$ cat config.mk
export PLATFORM = sky130hd
export DESIGN_NAME = stream_demux_1to2
export DESIGN_NICKNAME = d
export VERILOG_FILES = /design/src/rtl/stream_demux_1to2.sv
export SDC_FILE = /design/constraint.sdc
export NUM_CORES = 1
export LEC_CHECK = 0
export ABC_AREA = 1
export CORE_MARGIN = 10
export CORE_UTILIZATION = 45
export DETAILED_ROUTE_END_ITERATION = 12
export PLACE_DENSITY = 0.81
export SLEW_MARGIN = 20
export SYNTH_ARGS = -nofsm -noshare
export SYNTH_HDL_FRONTEND = slang
export SYNTH_SLANG_ARGS = --single-unit
$ cat constraint.sdc
create_clock -name clk -period 1.43 [get_ports clk]
set_input_delay 0.286 -clock clk [delete_from_list [all_inputs] [get_ports clk]]
set_output_delay 0.286 -clock clk [all_outputs]
set_load 0.02 [all_outputs]
$ cat src/rtl/stream_demux_1to2.sv
// Registered 1-to-2 stream demultiplexer: each accepted beat is steered by in_sel into
// one of two 1-deep output holding registers, each with its own delivered-beat counter.
module stream_demux_1to2 #(
    parameter int WIDTH = 8,
    parameter int CNT_W = 8
) (
    input  logic             clk,
    input  logic             reset,
    input  logic [WIDTH-1:0] in_data,
    input  logic             in_sel,
    input  logic             in_valid,
    output logic             in_ready,
    output logic [WIDTH-1:0] out0_data,
    output logic             out0_valid,
    input  logic             out0_ready,
    output logic [WIDTH-1:0] out1_data,
    output logic             out1_valid,
    input  logic             out1_ready,
    output logic [CNT_W-1:0] cnt0,
    output logic [CNT_W-1:0] cnt1
);

    localparam logic EMPTY = 1'b0;
    localparam logic FULL  = 1'b1;

    logic             full0_q, full0_d;
    logic             full1_q, full1_d;
    logic [WIDTH-1:0] buf0_q, buf0_d;
    logic [WIDTH-1:0] buf1_q, buf1_d;
    logic [CNT_W-1:0] cnt0_q, cnt0_d;
    logic [CNT_W-1:0] cnt1_q, cnt1_d;

    logic sel_full;
    logic sel_ready;
    logic wr0, wr1;
    logic rd0, rd1;

    // Only the selected port can stall the producer; a full port that is draining
    // this edge still has room, which is what gives 1 beat/cycle per port.
    always_comb begin
        sel_full  = in_sel ? full1_q : full0_q;
        sel_ready = in_sel ? out1_ready : out0_ready;
        in_ready  = (sel_full == EMPTY) | sel_ready;
    end

    always_comb begin
        wr0 = in_valid & in_ready & ~in_sel;
        wr1 = in_valid & in_ready & in_sel;
        rd0 = (full0_q == FULL) & out0_ready;
        rd1 = (full1_q == FULL) & out1_ready;
    end

    // A write on the same edge as a read wins, so the slot stays full with the new beat.
    always_comb begin
        full0_d = full0_q;
        buf0_d  = buf0_q;
        cnt0_d  = cnt0_q;
        if (rd0) begin
            full0_d = EMPTY;
            cnt0_d  = cnt0_q + CNT_W'(1);
        end
        if (wr0) begin
            full0_d = FULL;
            buf0_d  = in_data;
        end
    end

    always_comb begin
        full1_d = full1_q;
        buf1_d  = buf1_q;
        cnt1_d  = cnt1_q;
        if (rd1) begin
            full1_d = EMPTY;
            cnt1_d  = cnt1_q + CNT_W'(1);
        end
        if (wr1) begin
            full1_d = FULL;
            buf1_d  = in_data;
        end
    end

    always_ff @(posedge clk or posedge reset) begin
        if (reset) begin
            full0_q <= EMPTY;
            full1_q <= EMPTY;
            buf0_q  <= '0;
            buf1_q  <= '0;
            cnt0_q  <= '0;
            cnt1_q  <= '0;
        end else begin
            full0_q <= full0_d;
            full1_q <= full1_d;
            buf0_q  <= buf0_d;
            buf1_q  <= buf1_d;
            cnt0_q  <= cnt0_d;
            cnt1_q  <= cnt1_d;
        end
    end

    always_comb begin
        out0_valid = full0_q;
        out0_data  = buf0_q;
        out1_valid = full1_q;
        out1_data  = buf1_q;
        cnt0       = cnt0_q;
        cnt1       = cnt1_q;
    end

endmodule

==> metrics.md, run 1 <==
| Metric | Value |
|---|---|
| Initial DRC count | 34 |
| Root buf cell | clkbuf_4 |
| # setup viols final | 0 |
| Clock tree buffer depth | 2 |
| Power Density | 1440 nW/µm² |
| CP peak stage delay | 420 ps |
| Worst r2r src | cnt1[0]$_DFFE_PP0P_ |
| Crit. End Element | output pin |
| Post-synthesis async set-or-reset flop share | 100% |
| Hold-fix buffers, CTS | 0 |
| Most common cell after layout, fill and taps aside | nand2_1 |
| Syn_nets | 175 |
| Detailed Place HPWL | 2540 µm |
| Critical Path Source | cnt1[1]$_DFFE_PP0P_ |
| Total track usage | 11.3% |
| Pin count of the biggest net entering global routing | 35 |
| IO Count | 49 |
| Slew at the pin closest to its max-slew limit | 260 ps |
| Mapped Avg Cell Area | 9.62 µm² |
| Number of synthesized register bits | 34 |
| Synth warn | 0 |
| Register area | 851 µm² |
| Min Tclk post-route | 1380 ps |
| Sink Count | 34 |
| Area contributors post-synth | dfrtp_1 (56%), nand2_1 (9.8%), inv_1 (6.4%) |
| Global-route wire length before repair | 5580 µm |
| Max-slew violations | 0 |
| Nets | 244 |
| Initial core utilization | 46.2% |
| H-tree Lvls | 2 |
| Critical Path AT | 1100 ps |
| CTS clk-pin slew, worst paths | 110 ps |
| Area Overhead vs Synth | 43.3% |
| Register area share after synthesis | 55.6% |
| Number of remaining DRC errors | 0 |
| Routability Congestion | 0.802 |
| HP Class | in2async |
| Vias per cell | 4.46 |
| Grt ovf | 0 |
| Leak Pwr | 0.00119 µW |
| CTS tree | done |
| Pre-antenna DRT Iters | 4 |
| Status | complete, no violations |
| Bufs and invs on worst path | 1 |
| Worst reg2reg path endpoint | cnt1[6]$_DFFE_PP0P_ |
| Die W | 78.3 µm |
| CP delay by family, top | flip-flops |
| Total CTS buffers | 5 |
| FP Rows | 21 |
| Max rail drop VDD | 798 µV |
| Final antenna-violating net count | 0 |
| Buffers on Ports | 48 |
| Die area | 6130 µm² |
| Crit path launch type | flip-flop |
| CP max FO | 4 |
| RSZ-0062 raised after global routing | no |
| Post-synth top area cell | dfrtp_1 |
| # fillers | 300 |
| TNS Setup | 0 ps |
| Initial antenna violation count | 0 |
| Critical path class | reg2out |
| Share of layout cells above drive strength 1 | 21.4% |
| Slew headroom | 82.7% |
| R2R Setup Slk | 190 ps |
| DIE HEIGHT | 78.3 µm |
| Antenna Cells | 0 |
| Synth Instances | 159 |
| Synth top area share | 55.6% |
| Post-Route WL | 3320 µm |
| Critical Path RT | 1140 ps |
| Critical Path Slowest Stage Cell | dfrtp_1 |
| Max-cap violations | 0 |
| Worst skew pair latency | 340 ps |
| Vias in the first global route | 1224 |
| Wirelength per Cell | 12.1 µm |
| Total power | 3160 µW |
| Post-Syn Area | 1530 µm² |
| EDFF count, synth | 0 |
| Distinct cells, synth | 20 |
| Worst Reg-to-Reg Cells | 7 |
| WHS | 282 ps |
| Leading register cell type out of synthesis | dfrtp_1 |
| CP Cell Sequence | dlygate4sd2_1 |
| Core Box Area | 3310 µm² |
| Max Fclk | 724 MHz |
| Setup Skew | 14.2 ps |
| Post-route clock period utilization | 96.6% |
| Area of the multi-input gates | 556 µm² |
| Vias | 1226 |
| Final Hold Viols | 0 |
| Most frequent cells in the layout | nand2_1 (40), dfrtp_1 (34), dlygate4sd2_1 (29) |
-- timing repair --
| action | CTS | global route |
|---|---|---|
| setup buffers | 0 | 0 |
| gates resized for setup | 46 | 6 |
| endpoints found under the setup margin | 35 | 4 |
-- how the worst max path moves through the flow --
stage / cells past startpoint / slack [ps] / end
2_1_floorplan: 6 / 190 / cnt1[6]$_DFFE_PP0P_
3_3_place_gp: 6 / -450 / in_ready
3_5_place_dp: 6 / -480 / in_ready
4_1_cts: 6 / 5 / in_ready
5_1_grt: 1 / 2 / cnt0[6]
6_report: 1 / 50 / cnt1[1]
-- tightest hold or removal path, stage by stage --
cell and delay [ps]:
clkdlybuf4s50_1 410, inv_1 90, buf_12 210
-- cells in the mapped netlist, types with 3 or more instances --
cell	number
o21ai_2	8
nand3_1	5
nand2_1	40
nand2_2	4
xor2_1	4
nor2_2	4
xnor2_1	4
dfrtp_1	34
o21ai_1	9
nand4_1	3
inv_1	26
nor2_1	5
-- through the flow --
stage               util, %  std cells  setup slack [ps]  instance area, µm²
floorplan                 -        159               195                1530
global placement       65.8        267              -455                2180
detailed placement     65.8        267              -483                2180
CTS                    66.1        275              5.50                2190
global route           66.3        275              1.76                2190
finish                 66.3        275              48.1                2190
-- per-layer routing --
metal	vias to the layer above	GRT usage, %	part of all wire (%)
met4	0	4.84	1.8
met3	6	8.43	14
met2	38	16.8	43
met5	-	0	0
met1	544	12.0	41
li1	638	-	-
-- final cells by class --
class	instances	share of cell area, %
clock inverters	1	0.228
multi-input cells	96	25.3
flip-flops and latches	34	38.8
inverters	27	4.62
clock buffers	7	2.51
repair buffers	64	25.9
well taps	46	2.62
-- flip-flops by register name, summed over array words and instances (netlist names) --
register / count
cnt1: 8
out0_data: 8
cnt0: 8
out1_data: 8
out0_valid: 1
out1_valid: 1
-- logic make-up (layout without fill, tap and decap cells) --
family	after synthesis	in the layout	synth area share, %
xor+xnor	8	8	4.58
mux	2	2	1.47
fa+ha+maj	2	2	1.64
flops	34	34	55.6
simple gates	64	64	20.1
buf+inv	29	99	8.09
compound gates	20	20	8.50
-- where the power goes --
group | total (µW) | leakage, µW | switching, µW | internal [µW]
clock | 569 | 0.0000353 | 330 | 238
combinational | 1270 | 0.000731 | 719 | 547
sequential | 1330 | 0.000422 | 143 | 1180
total | 3160 | 0.00119 | 1190 | 1970
Note: power is estimated with default switching activity, not from simulation.
==> run 2, diff against run 1 <==
Settings changed: CORE_UTILIZATION 45 to 49, GPL_TIMING_DRIVEN from default to 0, PLACE_DENSITY 0.81 to 0.87.
Clock period 1.43 ns to 1.7 ns, I/O delays scaled along.
==> run 2 against run 1 <==
Hold slack gained 140 ps. Clock power shrank 18%. Non-clock buffer count shrank 14. First-iteration DRC count grew 18%. Largest cell class unchanged. Sequential power shrank 12%. Critical path depth is the same. Die area shrank 6.1%. Via count shrank 5.1%.
==> metrics.md, run 2 (same netlist as run 1, synthesis figures left out) <==
| Metric | Value |
|---|---|
| Status | complete, no violations |
| Most frequent cells in the layout | nand2_1 (40), dfrtp_1 (34), inv_1 (25) |
| CP Cell Sequence | clkdlybuf4s50_1 |
| DIE HEIGHT | 75.9 µm |
| Setup WS pre-CTS | -445 ps |
| Post-Route WL | 3410 µm |
| Total power | 2580 µW |
| Sink Count | 34 |
| Vias in the first global route | 1253 |
| CTS tree | done |
| Metal2 WL | 1590 µm |
| Grt ovf | 0 |
| FP Rows | 20 |
| Vias | 1164 |
| Crit path launch type | flip-flop |
| Number of remaining DRC errors | 0 |
| Setup Skew | 14.3 ps |
| Initial core utilization | 50.5% |
| Critical path class | reg2out |
| Final Hold Viols | 0 |
| Global-route wire length before repair | 5710 µm |
| Leak Pwr | 0.00120 µW |
| H-tree Lvls | 2 |
| Die area | 5760 µm² |
| Critical Path AT | 1320 ps |
| Hold-fix buffers, CTS | 0 |
| Pre-antenna DRT Iters | 4 |
| Sw Share | 38.0% |
| Slew at the pin closest to its max-slew limit | 681 ps |
| # fillers | 257 |
| Total CTS buffers | 5 |
| CTS clk-pin slew, worst paths | 110 ps |
| Pin count of the biggest net entering global routing | 35 |
| TNS Setup | 0 ps |
| Antenna Cells | 0 |
| Routability Congestion | 0.735 |
| Finished Cell Area | 2120 µm² |
| Root buf cell | clkbuf_4 |
| Critical Path RT | 1360 ps |
| Die W | 75.9 µm |
| Clock power share | 18.1% |
| Detailed Place HPWL | 2650 µm |
| R2R Setup Slk | 520 ps |
| Worst Reg-to-Reg Cells | 6 |
| Psw | 980 µW |
| Wirelength per Cell | 13.2 µm |
| CP Depth | 1 |
| Slew headroom | 54.5% |
| Max-slew violations | 0 |
| DR top layer | met4 |
| Initial antenna violation count | 0 |
| Worst skew pair latency | 340 ps |
| Share of layout cells above drive strength 1 | 15.3% |
| Critical Path Slowest Stage Cell | clkdlybuf4s50_1 |
| Core Box Area | 3030 µm² |
| Final critical-path setup slack | 41.7 ps |
| IO Count | 49 |
| CP max FO | 2 |
| Total track usage | 13.2% |
| Crit. End Element | output pin |
| CP delay by family, top | buffers and inverters |
| Max rail drop VDD | 627 µV |
| Seq pwr share | 45.5% |
| Placed inst area | 2070 µm² |
| Max Fclk | 603 MHz |
| Wl on met1 | 1390 µm |
| Area Overhead vs Synth | 38.8% |
| HP Class | in2async |
| P_int | 1600 µW |
| Buffers on Ports | 48 |
| Nets | 230 |
| Clock tree buffer depth | 2 |
| Max-cap violations | 0 |
| Bufs and invs on worst path | 1 |
| Most common cell after layout, fill and taps aside | nand2_1 |
| Min Tclk post-route | 1660 ps |
| CP peak stage delay | 610 ps |
| Initial DRC count | 40 |
| Power Density | 1210 nW/µm² |
| Comb pwr share | 36.3% |
| # setup viols final | 0 |
| Vias per cell | 4.49 |
| DR WL met3 | 378 µm |
| Final antenna-violating net count | 0 |
| Post-route clock period utilization | 97.5% |
==> run 2: cell count changes in the layout (fill, tap and decap cells not counted), sizes merged <==
cell           before  now
buf                19    3
clkdlybuf4s50      11   16
clkdlybuf4s15       2    0
dlygate4sd2        29   20
dlymetal6s2s        2   11
clkbuf              8    7
==> run 2: what timing repair did <==
action                     in CTS  in global routing
gates resized for setup        24                 11
setup endpoints to repair      20                 11
setup buffers                   0                  0
==> run 2: per-stage QoR <==
step,cells,hold WS [ps],util (%)
CTS,259,438,69.2
floorplan,159,482,-
global route,259,467,70.1
detailed placement,251,469,68.2
global placement,251,465,68.2
finish,259,420,70.1
==> run 2: power groups by stage <==
stage / clock network (µW) / registers [µW] / logic [µW]
finish: 468 / 1170 / 937
CTS: 485 / 1180 / 970
detailed placement: 0 / 1200 / 1060
global route: 520 / 1210 / 1030
floorplan: 0 / 1400 / 323
global placement: 0 / 1190 / 1030
==> run 2: final timing paths <==
path | startpoint | to
worst min-delay path | reset | cnt0[0]$_DFFE_PP0P_
worst min register to register | out0_data[0]$_DFFE_PP0P_ | out0_data[0]$_DFFE_PP0P_
worst max register to register | cnt1[0]$_DFFE_PP0P_ | cnt1[6]$_DFFE_PP0P_
max in group asynchronous | reset | out0_data[6]$_DFFE_PP0P_
min in group clk | out0_data[0]$_DFFE_PP0P_ | out0_data[0]$_DFFE_PP0P_
worst max-delay path | out1_data[4]$_DFFE_PP0P_ | out1_data[4]
==> run 2: area by class of cell <==
class / count / area, µm² / area share [%]
tap: 44 / 55.1 / 2.59
sequential: 34 / 851 / 40.1
inverter: 27 / 101 / 4.77
multi-input combinational: 96 / 556 / 26.2
timing repair buffer: 48 / 478 / 22.5
buffer: 2 / 22.5 / 1.06
clock inverter: 1 / 5.00 / 0.236
clock buffer: 7 / 55.1 / 2.59
==> run 2: worst reg2reg max path, stage by stage (launching register included) <==
cell and delay, ps:
dfrtp_1 410, ha_1 160, inv_1 40, nor2_2 150
nand2_1 100, o21ai_0 160, nand2_1 70
==> run 2: layer usage <==
metal  up-vias  track usage (%)
met5         -                0
li1        600                -
met2        37             21.1
met1       519             13.5
met4         0             5.57
met3         8             8.07
